### src/rtl/jtag_pkg.sv
// Shared types and widths for the core-clock debug access scheduler.
package jtag_pkg;

   localparam int DBG_ADDR_W = 32;
   localparam int DBG_DATA_W = 32;

   // Scheduler FSM encoding
   typedef enum logic [2:0] {
      ST_IDLE      = 3'd0,
      ST_HALT_WAIT = 3'd1,
      ST_ACCESS    = 3'd2,
      ST_RSP_WAIT  = 3'd3,
      ST_DONE      = 3'd4,
      ST_RESET     = 3'd5
   } sched_state_e;

   // Largest of three values; sizes the shared timeout counter
   function automatic int max3(input int a, input int b, input int c);
      int m;
      m = (a > b) ? a : b;
      return (m > c) ? m : c;
   endfunction

endpackage

### src/rtl/dbg_timeout_cnt.sv
// Loadable saturating up-counter with a terminal-count flag.
module dbg_timeout_cnt #(
   parameter int W = 7
) (
   input  logic         clk,
   input  logic         rst,
   input  logic         ld,
   input  logic [W-1:0] ld_val,
   input  logic [W-1:0] term_val,
   output logic         term
);

   logic [W-1:0] cnt;

   // Count up from the load value, sticking at all-ones
   always_ff @(posedge clk) begin
      if (rst)
         cnt <= '0;
      else if (ld)
         cnt <= ld_val;
      else if (cnt != '1)
         cnt <= cnt + 1'b1;
   end

   assign term = (cnt == term_val);

endmodule

### src/rtl/jtag_access_sched.sv
// Halts the core, runs one debug memory transaction on the shared port,
// and sequences debugger-requested core reset pulses.
module jtag_access_sched
   import jtag_pkg::*;
#(
   parameter int HALT_TIMEOUT = 64,
   parameter int RSP_TIMEOUT  = 64,
   parameter int RST_CYCLES   = 16
) (
   input  logic                  clk,
   input  logic                  rst,
   input  logic                  dbg_req_i,
   input  logic                  dbg_we_i,
   input  logic [DBG_ADDR_W-1:0] dbg_addr_i,
   input  logic [DBG_DATA_W-1:0] dbg_wdata_i,
   output logic                  dbg_ack_o,
   output logic [DBG_DATA_W-1:0] dbg_rdata_o,
   output logic                  dbg_err_o,
   input  logic                  dbg_halt_i,
   input  logic                  dbg_reset_i,
   output logic                  core_halt_o,
   input  logic                  core_halted_i,
   output logic                  core_rst_o,
   input  logic                  core_req_i,
   output logic                  core_gnt_o,
   output logic                  dbg_owns_o,
   output logic                  mem_req_o,
   output logic                  mem_we_o,
   output logic [DBG_ADDR_W-1:0] mem_addr_o,
   output logic [DBG_DATA_W-1:0] mem_wdata_o,
   input  logic [DBG_DATA_W-1:0] mem_rdata_i,
   input  logic                  mem_rvalid_i
);

   localparam int CNT_W = $clog2(max3(HALT_TIMEOUT, RSP_TIMEOUT, RST_CYCLES) + 1);

   sched_state_e state, state_nxt;
   logic             armed, rst_d, rst_edge;
   logic             latch, cap_rd, fin_ok, fin_err, abort, ack_d;
   logic             cnt_ld, cnt_term;
   logic [CNT_W-1:0] term_val;

   assign rst_edge   = dbg_reset_i & ~rst_d;
   assign core_gnt_o = core_req_i & ~dbg_owns_o & ~core_rst_o;

   // One counter shared by HALT_WAIT, RSP_WAIT and RESET; zeroed on every state change
   dbg_timeout_cnt #(.W(CNT_W)) u_cnt (
      .clk      (clk),
      .rst      (rst),
      .ld       (cnt_ld),
      .ld_val   ('0),
      .term_val (term_val),
      .term     (cnt_term)
   );

   // Next-state and completion decode; a reset edge overrides everything
   always_comb begin
      state_nxt = state;
      latch     = 1'b0;
      cap_rd    = 1'b0;
      fin_ok    = 1'b0;
      fin_err   = 1'b0;
      abort     = 1'b0;
      term_val  = '1;
      case (state)
         ST_IDLE: begin
            if (dbg_req_i && armed) begin
               state_nxt = ST_HALT_WAIT;
               latch     = 1'b1;
            end
         end
         ST_HALT_WAIT: begin
            term_val = CNT_W'(HALT_TIMEOUT - 1);
            if (core_halted_i)
               state_nxt = ST_ACCESS;
            else if (cnt_term) begin
               state_nxt = ST_DONE;
               fin_err   = 1'b1;
            end
         end
         ST_ACCESS: state_nxt = ST_RSP_WAIT;
         ST_RSP_WAIT: begin
            term_val = CNT_W'(RSP_TIMEOUT - 1);
            if (mem_rvalid_i) begin
               state_nxt = ST_DONE;
               fin_ok    = 1'b1;
               cap_rd    = ~mem_we_o;
            end else if (cnt_term) begin
               state_nxt = ST_DONE;
               fin_err   = 1'b1;
            end
         end
         ST_DONE: state_nxt = ST_IDLE;
         ST_RESET: begin
            term_val = CNT_W'(RST_CYCLES - 1);
            if (cnt_term)
               state_nxt = ST_IDLE;
         end
         default: state_nxt = ST_IDLE;
      endcase
      if (rst_edge) begin
         abort     = (state == ST_HALT_WAIT) || (state == ST_ACCESS) || (state == ST_RSP_WAIT);
         state_nxt = ST_RESET;
         latch     = 1'b0;
         cap_rd    = 1'b0;
         fin_ok    = 1'b0;
         fin_err   = 1'b0;
      end
      ack_d  = fin_ok | fin_err | abort;
      cnt_ld = (state_nxt != state) || rst_edge;
   end

   // State, registered outputs, request latch and re-arm tracking
   always_ff @(posedge clk) begin
      if (rst) begin
         state       <= ST_IDLE;
         armed       <= 1'b1;
         rst_d       <= 1'b0;
         dbg_ack_o   <= 1'b0;
         dbg_err_o   <= 1'b0;
         dbg_rdata_o <= '0;
         core_halt_o <= 1'b0;
         core_rst_o  <= 1'b0;
         dbg_owns_o  <= 1'b0;
         mem_req_o   <= 1'b0;
         mem_we_o    <= 1'b0;
         mem_addr_o  <= '0;
         mem_wdata_o <= '0;
      end else begin
         state       <= state_nxt;
         rst_d       <= dbg_reset_i;
         dbg_ack_o   <= ack_d;
         core_halt_o <= dbg_halt_i | (state_nxt inside {ST_HALT_WAIT, ST_ACCESS, ST_RSP_WAIT, ST_DONE});
         core_rst_o  <= (state_nxt == ST_RESET);
         dbg_owns_o  <= (state_nxt == ST_ACCESS) || (state_nxt == ST_RSP_WAIT);
         mem_req_o   <= (state_nxt == ST_ACCESS);
         if (ack_d)
            dbg_err_o <= fin_err | abort;
         if (cap_rd)
            dbg_rdata_o <= mem_rdata_i;
         if (latch) begin
            mem_we_o    <= dbg_we_i;
            mem_addr_o  <= dbg_addr_i;
            mem_wdata_o <= dbg_wdata_i;
         end
         // A level request that spans its own ack must drop before it counts again
         if (!dbg_req_i)
            armed <= 1'b1;
         else if (dbg_ack_o)
            armed <= 1'b0;
      end
   end

endmodule

### config.mk
export PLATFORM = sky130hd
export DESIGN_NAME = jtag_access_sched
export DESIGN_NICKNAME = d
export VERILOG_FILES = /design/src/rtl/jtag_pkg.sv /design/src/rtl/dbg_timeout_cnt.sv /design/src/rtl/jtag_access_sched.sv
export SDC_FILE = /design/constraint.sdc
export NUM_CORES = 1
export LEC_CHECK = 0
export BUFFER_PORTS_ARGS = -buffer_cell sky130_fd_sc_hd__buf_4
export CAP_MARGIN = 30
export CORE_MARGIN = 2
export CORE_UTILIZATION = 40
export DETAILED_ROUTE_END_ITERATION = 16
export PLACE_DENSITY = 0.71
export SLEW_MARGIN = 5
export SYNTH_ARGS = -nofsm -noshare
export SYNTH_HDL_FRONTEND = slang
export SYNTH_HIERARCHICAL = 1
export SYNTH_SLANG_ARGS = --single-unit
### constraint.sdc
create_clock -name clk -period 4.85 [get_ports clk]
set_input_delay 0.2425 -clock clk [delete_from_list [all_inputs] [get_ports clk]]
set_output_delay 0.2425 -clock clk [all_outputs]
set_load 0.01 [all_outputs]
## After elaboration in Yosys (flattened, before gate mapping)

Index checks and enable logic that the tools add are counted.

| operators by class | value |
|---|---|
| $add $sub $neg | 1 |
| equal/unequal tests | 12 |
| muxes and demuxes | 23 |
| bitwise logic cells | 12 |
| reduce and logical (&&, ||, !) cells | 10 |

Operators with widths:

| kind | number |
|---|---|
| 3-bit two-way mux | 6 |
| 3-bit one-hot mux with 5 select lines | 1 |
| 1-bit two-way mux | 14 |
| 7-bit one-hot mux with 2 select lines | 1 |
| 3-bit by 2-bit equality test with 1-bit output (second input constant) | 4 |
| 3-bit equality test (second input constant) | 3 |
| 7-bit by 1-bit adder with 7-bit output (second input constant) | 1 |
| 7-bit equality test | 1 |
| 7-bit != test (second input constant) | 1 |
| 3-bit by 1-bit equality test with 1-bit output (second input constant) | 2 |
| 2-bit OR reduction | 3 |
| 1-bit inverter | 5 |
| 1-bit logical OR | 4 |
| 1-bit bitwise OR | 4 |
| 4-bit nonzero test | 1 |
| 1-bit AND | 3 |
| 3-bit logical NOT | 1 |
| 3-bit != test | 1 |
| 1-bit one-hot mux with 2 select lines | 1 |
| 1-bit logical AND | 1 |

| word-level totals | value |
|---|---|
| bits in registers | 115 |
| input bits | 105 |
| output and inout bits | 104 |
| logic and storage cells | 72 |

## Logic depth before layout (Yosys ltp)

Gate-level depths: netlist (run 1).

| depth | value |
|---|---|
| word-level depth | 11 |
| depth in mapped cells | 13 |
| mapped depth without buffers | 11 |

## By module

The synthesis (run 1) kept the hierarchy.

By module, submodules not included:

| module | instances | cells an instance | area an instance (sq um) | seq. area each (sq um) |
|---|---|---|---|---|
| jtag_access_sched | 1 | 492 | 3915.0 | 2162.1 |
| dbg_timeout_cnt | 1 | 55 | 486.7 | 140.1 |

## Least setup slack after synthesis (run 1)

Ideal clock, no wire load.

| path | value |
|---|---|
| path type | reg-to-reg |
| start point | reg state[2] |
| end point | reg u_cnt.cnt[5] |
| library setup time | 91 ps |
| arrival time | 2739 ps |
| data required time | 4759 ps |
| path slack | 2020 ps |
| stages on the path, launching flop included | 12 |
| path buffers | 2 |
| clock period less this slack | 2830 ps |
| cells stage by stage | dfxtp_1 clkbuf_1 nand2_1 xnor2_1 nand4_1 nor4_1 o21ai_0 o2111a_1 a21oi_1 clkbuf_1 a31oi_1 a311oi_1 |

| on the way | value |
|---|---|
| cells in the longest elaborated chain, start to end | 11 |
| elaborated cells between the ends (all ways) | 18 |
| those cells by class | 6 x eq/ne; 8 x mux; 4 x reduce/logical |

RTL lines:

| element | RTL line | source |
|---|---|---|
| start, declared | jtag_access_sched.sv:37 | `sched_state_e state, state_nxt;` |
| start signal, assigned | jtag_access_sched.sv:130 | `state <= state_nxt;` |
| 3-bit by 1-bit equality test with 1-bit output / 3-bit by 2-bit equality test with 1-bit output (equally long branches) | jtag_access_sched.sv:65 | `case (state)` |
| 2-bit OR reduction (no source line) | n/a |  |
| 7-bit one-hot mux with 2 select lines (*) | jtag_access_sched.sv:65 |  |
| net term_val[4] | jtag_access_sched.sv:41 | `logic [CNT_W-1:0] term_val;` |
| 7-bit equality test (*) | dbg_timeout_cnt.sv:25 | `assign term = (cnt == term_val);` |
| net cnt_term | jtag_access_sched.sv:40 | `logic cnt_ld, cnt_term;` |
| 3-bit two-way mux | jtag_access_sched.sv:76, jtag_access_sched.sv:88 |  |
| 3-bit two-way mux, on equally long branches | jtag_access_sched.sv:84, jtag_access_sched.sv:74 |  |
| 3-bit one-hot mux with 5 select lines (*) | jtag_access_sched.sv:65 |  |
| 3-bit two-way mux (*) | jtag_access_sched.sv:101 | `if (rst_edge) begin` |
| 3-bit != test (*) | jtag_access_sched.sv:110 | `cnt_ld = (state_nxt != state) \|\| rst_edge;` |
| 1-bit logical OR (*) | jtag_access_sched.sv:110 |  |
| net cnt_ld | jtag_access_sched.sv:40 |  |
| 2-bit OR reduction (no source line) (*) | n/a |  |
| end signal, assigned | dbg_timeout_cnt.sv:20 | `cnt <= ld_val;` |
| end signal, assigned | dbg_timeout_cnt.sv:22 | `cnt <= cnt + 1'b1;` |
| end, declared | dbg_timeout_cnt.sv:13 | `logic [W-1:0] cnt;` |

The timed path passes the listed nets; every way through them passes the cells marked *.
A chain may end at the register's enable or synchronous reset.

## Worst setup path in the final report (run 1)

| path | value |
|---|---|
| start point | reg state[0] |
| end point | reg u_cnt.cnt[0] |

Same word-level chain as after synthesis.

==> reports/results.ini, run 1 <==
[sta]
period_minus_slack_ns=3.255
clock_skew_ns=0.007847
finalSetupViolations=0
grt_setup_unrepaired=false
setup-tns-final_ns=0
drv_slew=0
slew_headroom=0.4077
worstMarginPinSlew_ns=0.8804
period_share=0.6710
timing.fmax_mhz=307.3
hold_violations=0

[clock_network]
cts_buffer_depth=2
cts_tree=built
clkTransAtPathRegs_ns=0.06
clock-root-buffer=clkbuf_8
numCtsBuffers=17
hold_buffers=98
clkSinkCount=115
post-cts-setup-buffers=0
insertion_delay_ns=0.50
cts_resized=0
htree_levels=4

[route]
detail-route-antenna-nets=0
dr.first_iter.drc_count=358
dr.pass1.iters=6
vias=4866
wire_per_inst_um=13.77
vias_per_cell=4.861
drc=0
routed_wl_mm=13.79

[logic_synthesis]
synthFlopType=dfxtp_1
syn-cell-area_um2=4402
synth_top_cell_area_share=0.5230
ys_seq_elements=115
syn_area_per_cell_um2=8.047
yosysUniqueCellTypes=47
async_flop_share=0
ys_top_cells_by_area=dfxtp_1 (52%), nand2_1 (17%), a21oi_1 (12%), clkbuf_1 (1.4%), buf_2 (1.4%)
synth.most_common_cell=nand2_1
yosys.area.top_type=dfxtp_1
synthTopCellsByCount=nand2_1 (203), dfxtp_1 (115), a21oi_1 (105)
synth-edff-count=0
ys_seq_area_frac=0.5230
ys_warn_count=6
syn-instance-count=547

[global_routing]
grt_pass1_wl_mm=20.93
grt_pass1_vias=4639
grt_max_degree=73
grt_usage=0.2247
grt-ovfl-total=0
antenna_found_initial=0

[setup_path]
critPathLaunchType=register
max_stage_delay_ns=0.68
worstSetupEndpointType=register
crit_type=register to register
cp_slowest_cell=nor4_1
timing.critical_path.fanout_max=17
worstPathRequired_ns=5.28
cp_common_cell=a21oi_1
path_cells=nor2b_2 -> nand2_1 -> xnor2_1 -> nand4_1 -> nor4_1 -> inv_1 -> a21oi_1 -> a21oi_1 -> buf_4 -> or3b_2 -> o221ai_1
crit_arrival_ns=3.68
r2r_cells=11

[place]
hpwl_mm=8.602
routabilityCongestion=0.8459
io_buffers=208

[floorplan]
rows=38
io_pins=209
start_util=0.4078
dieHeight_um=108.9
die_x_um=108.9
core-area_um2=10790
die_area_um2=11860

[final_layout]
post-route-util=0.7016
drive_above_1_share=0.2965
area_delta_synth_final_pct=72.03
fin_nets=955

[worst_hold_path]
min_path_cells=3
hp-class=input port to register

[power_and_ir_drop]
ir_worst_vdd_mv=0.2536
power_density_nw_per_um2=330.6
p_leak_nw=3.170

[run]
max_cap_viol_count=0

[outcome]
status=completed

## routing by layer
metal / vias up / share of wire / GRT usage
li1: 2404 / - / -
met1: 2227 / 0.40 / 0.2429
met2: 206 / 0.49 / 0.3900
met3: 29 / 0.081 / 0.07950
met4: 0 / 0.023 / 0.1071
met5: - / 0 / 0
## per-stage QoR
step	std cells	power [mW]	hold slack [ns]	worst slack (ns)	cell area, um2
floorplan	556	1.180	0.3294	2.020	4436
detailed placement	872	1.327	0.4466	1.633	6052
CTS	1000	2.526	0.001978	1.649	7570
global route	1000	2.611	0.0008654	1.289	7570
global placement	870	1.314	0.4423	1.740	6010
finish	1001	2.503	0.02609	1.595	7572
## area by class of cell
cell class | instances | area, um2
sequential | 115 | 2302
timing repair buffer | 313 | 2623
clock buffer | 19 | 421.7
tap | 140 | 175.2
inverter | 5 | 18.77
fill | 798 | 3221
multi-input combinational | 397 | 1914
clock inverter | 11 | 115.1
antenna | 1 | 2.502
## power breakdown
part           total (mW)  internal (mW)  switching, mW
registers            1.02          0.988         0.0359
clock network        1.13          0.717          0.410
logic               0.352          0.198          0.154
## cell usage in the layout (no fill, tap or decap), types with 2 or more instances in the layout
master,Yosys,final
buf_4,7,213
nand2_1,203,203
dfxtp_1,115,115
a21oi_1,105,105
dlygate4sd3_1,0,98
clkbuf_16,0,16
conb_1,2,11
nand2b_1,6,6
nor2b_1,6,6
nor2_1,6,6
inv_1,5,5
nor3_1,5,5
o21ai_0,5,5
clkinv_2,0,5
clkinvlp_4,0,4
xor2_1,4,4
xnor2_1,4,4
nand4_1,3,3
or3_1,3,3
a311oi_1,3,3
nor3b_1,2,2
a211oi_1,2,2
a31oi_1,2,2
bufinv_16,0,2
clkbuf_1,17,2
nor4_1,2,2
a2111oi_2,2,2
## sequential cells by signal, indices dropped and copies added (netlist names)
signal	count
dbg_rdata_o	32
mem_addr_o	32
mem_wdata_o	32
u_cnt/cnt	7
state	3
armed	1
core_halt_o	1
core_rst_o	1
dbg_ack_o	1
dbg_err_o	1
dbg_owns_o	1
mem_req_o	1
mem_we_o	1
rst_d	1
## worst paths after layout
path                                     start              to  slack [ns]
worst max-delay path                  state[0]    u_cnt/cnt[0]        1.60
worst max register to register        state[0]    u_cnt/cnt[0]        1.60
worst min register to register  mem_addr_o[22]  mem_addr_o[22]        0.45
worst min-delay path            dbg_addr_i[11]  mem_addr_o[11]        0.03
## worst max-delay path: cells and delay by family (launching register included)
| kind | cells | cell delay (ns) |
|---|---|---|
| simple gates | 5 | 1.61 |
| flops | 1 | 0.51 |
| xor+xnor | 1 | 0.16 |
| compound gates | 3 | 0.53 |
| buf+inv | 2 | 0.37 |
## logic make-up (layout without fill, tap and decap cells)
| family | after synthesis | after routing | share of synthesized area |
|---|---|---|---|
| simple gates | 249 | 249 | 0.2422 |
| mux | 1 | 1 | 0.002558 |
| compound gates | 127 | 127 | 0.1598 |
| flops | 115 | 115 | 0.5230 |
| xor+xnor | 8 | 8 | 0.01592 |
| buf+inv | 44 | 348 | 0.05202 |
| fa+ha+maj | 1 | 1 | 0.002842 |
| other cells | 2 | 12 | 0.001706 |
Note: power is estimated with default switching activity, not from simulation.
==> run 2, diff against run 1 <==
--- a/config.mk
+++ b/config.mk
@@ -10,7 +10,7 @@
 export CORE_MARGIN = 2
 export CORE_UTILIZATION = 40
 export DETAILED_ROUTE_END_ITERATION = 16
-export PLACE_DENSITY = 0.71
+export PLACE_DENSITY = 0.73
 export SLEW_MARGIN = 5
 export SYNTH_ARGS = -nofsm -noshare
 export SYNTH_HDL_FRONTEND = slang
==> constraint.sdc (replaced) <==
create_clock -name clk -period 2.9 [get_ports clk]
set_input_delay 0.145 -clock clk [delete_from_list [all_inputs] [get_ports clk]]
set_output_delay 0.145 -clock clk [all_outputs]
set_load 0.01 [all_outputs]
==> run 2 against run 1 <==
Flip-flop and latch count did not move. Critical path depth rose by 1. Total power rose by 71%. Combinational power rose by 72%. Clock power rose by 74%. Sequential share of layout area fell by 0.24 points. Critical endpoint is now u_cnt/cnt[2]. Clock skew rose by 0.0065 ns.
==> reports/results.ini, run 2 (synthesized netlist as in run 1, its figures left out) <==
[clock_network]
htree_levels=4
clkTransAtPathRegs_ns=0.06
cts_buffer_depth=2
insertion_delay_ns=0.51
clkSinkCount=115
clock-root-buffer=clkbuf_8
numCtsBuffers=17
cts_tree=built

[global_routing]
antenna_found_initial=0
grt_usage=0.2347
grt-ovfl-total=0
grt_pass1_vias=4674
grt_pass1_wl_mm=21.85
grt_max_degree=60

[setup_path]
critPathLaunchType=register
crit_arrival_ns=3.03
worstSetupEndpointType=register
worstPathRequired_ns=3.30
timing.critical_path.fanout_max=16
r2r_slack_ns=0.26
crit_type=register to register

[place]
routabilityCongestion=0.8240
hpwl_mm=8.538
io_buffers=208
pre_cts_ws_ns=0.2387

[sta]
period_minus_slack_ns=2.635
timing.fmax_mhz=379.5
drv_slew=0
finalSetupViolations=0
period_share=0.9087
clock_skew_ns=0.01434
fin_ws_ns=0.2647
worstMarginPinSlew_ns=0.6221
hold_violations=0
grt_setup_unrepaired=false
setup-tns-final_ns=0
whs_ns=0.09752
slew_headroom=0.5852

[power_and_ir_drop]
p_leak_nw=3.205
finalPower_mw=4.289
power_density_nw_per_um2=561.3
ir_worst_vdd_mv=0.3833

[final_layout]
mostFrequentLayoutCells=buf_4 (217), nand2_1 (203), dfxtp_1 (113)
diodes=0
drive_above_1_share=0.3033
largestRegisters=dbg_rdata_o (32), mem_addr_o (32), mem_wdata_o (32)
area_delta_synth_final_pct=73.59
fillers=765
fin_nets=960
layout_commonest_cell=buf_4

[outcome]
status=completed

[floorplan]
start_util=0.4078
rows=38
io_pins=209
die_x_um=108.9
core-area_um2=10790
die_area_um2=11860
dieHeight_um=108.9

[route]
detail-route-antenna-nets=0
vias_per_cell=4.841
wire_per_inst_um=14.34
dr.pass1.iters=5
drc=0
routed_wl_mm=14.44
dr.first_iter.drc_count=382
vias=4875

[worst_hold_path]
hp-class=input port to register

[run]
max_cap_viol_count=0

-- run 2: cell types whose count changed in the layout (fill, tap and decap cells not counted), sizes merged --
cell / change
inv: +2
buf: +3
dlygate4sd3: +2
clkinv: -1
clkbuf: +1
diode: -1
-- run 2: cell type report --
cell class	count	area (um2)	area share
clock inverters	12	131.4	0.01719
flip-flops and latches	115	2305	0.3016
inverters	5	18.77	0.002456
well taps	140	175.2	0.02292
multi-input cells	397	1918	0.2510
clock buffers	20	435.4	0.05698
repair buffers	318	2658	0.3478
-- run 2: per-layer routing --
metal / up-vias / global-route usage / share of wire
met1: 2223 / 0.2642 / 0.40
li1: 2415 / - / -
met4: 0 / 0.09341 / 0.020
met5: - / 0 / 0
met3: 26 / 0.08010 / 0.084
met2: 211 / 0.4059 / 0.50
-- run 2: through the flow --
stage	utilization	instances	cell area [um2]
3_3_place_gp	0.5596	874	6040
6_report	0.7080	1007	7641
3_5_place_dp	0.5621	875	6067
2_1_floorplan	-	556	4436
4_1_cts	0.7074	1007	7635
5_1_grt	0.7080	1007	7641
-- run 2: repair_timing --
action / CTS / global route
endpoints found under the hold margin: 100 / 0
buffers inserted: 0 / 0
setup endpoints to repair: 0 / 4
gates resized for setup: 0 / 3
hold buffers: 100 / 0
-- run 2: power by group --
group | internal, mW | total [mW] | leakage (nW) | switching, mW
clock network | 1.24 | 1.97 | 0.268 | 0.729
logic | 0.336 | 0.604 | 2.00 | 0.269
registers | 1.65 | 1.71 | 0.936 | 0.0586
-- run 2: final timing paths --
check / cells after the start / end / from
min: 4 / state[2] / core_halted_i
max: 12 / u_cnt/cnt[2] / state[1]
min reg2reg: 2 / mem_addr_o[2] / mem_addr_o[2]
max reg2reg: 12 / u_cnt/cnt[2] / state[1]
-- run 2: worst max-delay path, cell delays in order, from the launching register on --
cell	delay, ns
dfxtp_2	0.38
nor2b_2	0.18
nand2_1	0.12
xnor2_1	0.15
nand4_1	0.09
nor4_1	0.26
buf_4	0.21
nor2_1	0.05
o2111a_1	0.22
a21oi_1	0.20
buf_4	0.24
nor3_1	0.09
a2111oi_2	0.33
==> run 3, diff against run 2 <==
--- a/config.mk
+++ b/config.mk
@@ -7,11 +7,12 @@
 export LEC_CHECK = 0
 export BUFFER_PORTS_ARGS = -buffer_cell sky130_fd_sc_hd__buf_4
 export CAP_MARGIN = 30
+export CORE_ASPECT_RATIO = 0.75
 export CORE_MARGIN = 2
-export CORE_UTILIZATION = 40
+export CORE_UTILIZATION = 42
 export DETAILED_ROUTE_END_ITERATION = 16
-export PLACE_DENSITY = 0.73
-export SLEW_MARGIN = 5
+export PLACE_DENSITY = 0.76
+export SLEW_MARGIN = 20
 export SYNTH_ARGS = -nofsm -noshare
 export SYNTH_HDL_FRONTEND = slang
 export SYNTH_HIERARCHICAL = 1
==> run 3 against run 2 <==
Clock skew shrank 0.0054 ns. Global-route usage grew 4.1 points. Clock power grew 9%. First-iteration DRC count down 4.5%. Worst hold slack worse by 0.081 ns. Fmax decreased by 0.95%. Register-to-register slack worse by 0.03 ns. Critical endpoint is now u_cnt/cnt[0]. Largest power group unchanged. Highest routed layer unchanged.
==> reports/results.ini, run 3 (synthesized netlist as in run 1, its figures left out) <==
[outcome]
status=completed

[power_and_ir_drop]
finalPower_mw=4.476
ir_worst_vdd_mv=0.3442
swShare=0.2343
p_leak_nw=3.234
power_density_nw_per_um2=584.2
p_int_mw=3.427
seqPwrFrac=0.383
switchingPower_mw=1.049
pwr-share-comb=0.136
clkPwrFrac=0.481

[sta]
worstMarginPinSlew_ns=0.6698
drv_slew=0
clock_skew_ns=0.008980
period_minus_slack_ns=2.661
slew_headroom=0.5535
hold_violations=0
timing.fmax_mhz=375.9
finalSetupViolations=0
period_share=0.9175

[place]
routabilityCongestion=0.7851
io_buffers=208
hpwl_mm=8.825
place_area_um2=6060

[route]
wire_per_inst_um=15.39
drc=0
vias=4992
dr.pass1.iters=6
dr.first_iter.drc_count=365
routed_wl_mm=15.39
vias_per_cell=4.992
detail-route-antenna-nets=0

[final_layout]
final_area_um2=7662
fin_nets=957
layout_commonest_cell=buf_4
mostFrequentLayoutCells=buf_4 (216), nand2_1 (203), dfxtp_1 (114)
drive_above_1_share=0.3044
post-route-util=0.7476
area_delta_synth_final_pct=74.08
diodes=0
largestRegisters=dbg_rdata_o (32), mem_addr_o (32), mem_wdata_o (32)

[floorplan]
core-area_um2=10250
start_util=0.4294
die_x_um=122.2
dieHeight_um=92.66
rows=32
die_area_um2=11320
io_pins=209

[global_routing]
grt_pass1_wl_mm=24.41
grt_pass1_vias=5028
grt_usage=0.2757
grt-ovfl-total=0
antenna_found_initial=0
grt_max_degree=66

[setup_path]
crit_start=state[1]
worstSetupEndpointType=register
r2r_slack_ns=0.24
r2r_cells=12
crit_end=u_cnt/cnt[0]
crit_arrival_ns=2.99
max_stage_delay_ns=0.53
rr_endpoint=u_cnt/cnt[0]
worstPathRequired_ns=3.23
crit_type=register to register
reg2reg_from=state[1]
critPathLaunchType=register
cp_slowest_cell=dfxtp_1
timing.critical_path.fanout_max=15
path_cells=nor2b_2 -> nand2_1 -> xnor2_1 -> nand4_1 -> nor4_1 -> buf_4 -> inv_1 -> a21oi_2 -> a21oi_1 -> buf_12 -> or3b_2 -> o221ai_1

[worst_hold_path]
hp-class=input port to register

[run]
max_cap_viol_count=0

[clock_network]
numCtsBuffers=17
insertion_delay_ns=0.41
clkSinkCount=115
htree_levels=4
clkTransAtPathRegs_ns=0.05
clock-root-buffer=clkbuf_16
cts_buffer_depth=2
cts_tree=built

[run 3: cell types whose count changed in the layout (fill, tap and decap cells not counted), sizes merged]
cell,previous run,this run
clkinvlp,4,1
inv,7,5
bufinv,2,3
clkinv,4,5
buf,218,219
clkbuf,20,23
dlygate4sd3,100,96
[run 3: worst min path at each step]
stage,from,endpoint,slack (ns),depth (start not counted)
after floorplan,dbg_req_i,armed,0.23,1
after global placement,dbg_reset_i,rst_d,0.38,2
after detailed placement,dbg_req_i,armed,0.38,2
after CTS,dbg_wdata_i[2],mem_wdata_o[2],0.0007,3
after global routing,mem_rdata_i[28],dbg_rdata_o[28],0.02,3
final,mem_rdata_i[28],dbg_rdata_o[28],0.02,3
[run 3: final cells by class]
class | instances | area [um2]
timing repair buffer | 315 | 2638
fill | 649 | 2587
sequential | 115 | 2303
multi-input combinational | 397 | 1918
clock buffer | 23 | 488.0
tap | 136 | 170.2
clock inverter | 9 | 126.4
inverter | 5 | 18.77
[run 3: power groups by stage]
stage	Clock, mW	Combinational (mW)	Sequential [mW]
4_1_cts	2.18	0.592	1.71
2_1_floorplan	0	0.222	1.75
3_3_place_gp	0	0.473	1.74
3_5_place_dp	0	0.486	1.74
5_1_grt	2.27	0.661	1.72
6_report	2.15	0.611	1.71
[run 3: critical path: cells and delay by family, from the launching register on]
family / cells / cell delay, ns
simple gates: 5 / 0.97
flops: 1 / 0.53
compound gates: 3 / 0.48
buf+inv: 3 / 0.45
xor+xnor: 1 / 0.14
[run 3: what timing repair did]
action | 4_1_cts | 5_1_grt
hold buffers | 96 | 0
endpoints found under the hold margin | 96 | 0
buffers inserted | 0 | 1
endpoints found under the setup margin | 0 | 1
resized for setup | 0 | 2
[run 3: stage by stage]
| stage | TNS, ns | hold slack [ns] | worst slack (ns) | std cells |
|---|---|---|---|---|
| floorplan | 0 | 0.2319 | 0.07008 | 556 |
| global placement | 0 | 0.3785 | 0.3534 | 870 |
| detailed placement | 0 | 0.3821 | 0.1974 | 870 |
| CTS | 0 | 0.0007414 | 0.1691 | 998 |
| global route | -0.01540 | 0.01604 | -0.01540 | 1000 |
| finish | 0 | 0.01702 | 0.2394 | 1000 |
[run 3: layer usage]
| layer | routed length (um) | track usage | vias up |
|---|---|---|---|
| li1 | - | - | 2414 |
| met1 | 6006 | 0.3099 | 2289 |
| met2 | 7472 | 0.4625 | 251 |
| met3 | 1548 | 0.1096 | 38 |
| met4 | 359 | 0.1169 | 0 |
| met5 | 0 | 0 | - |
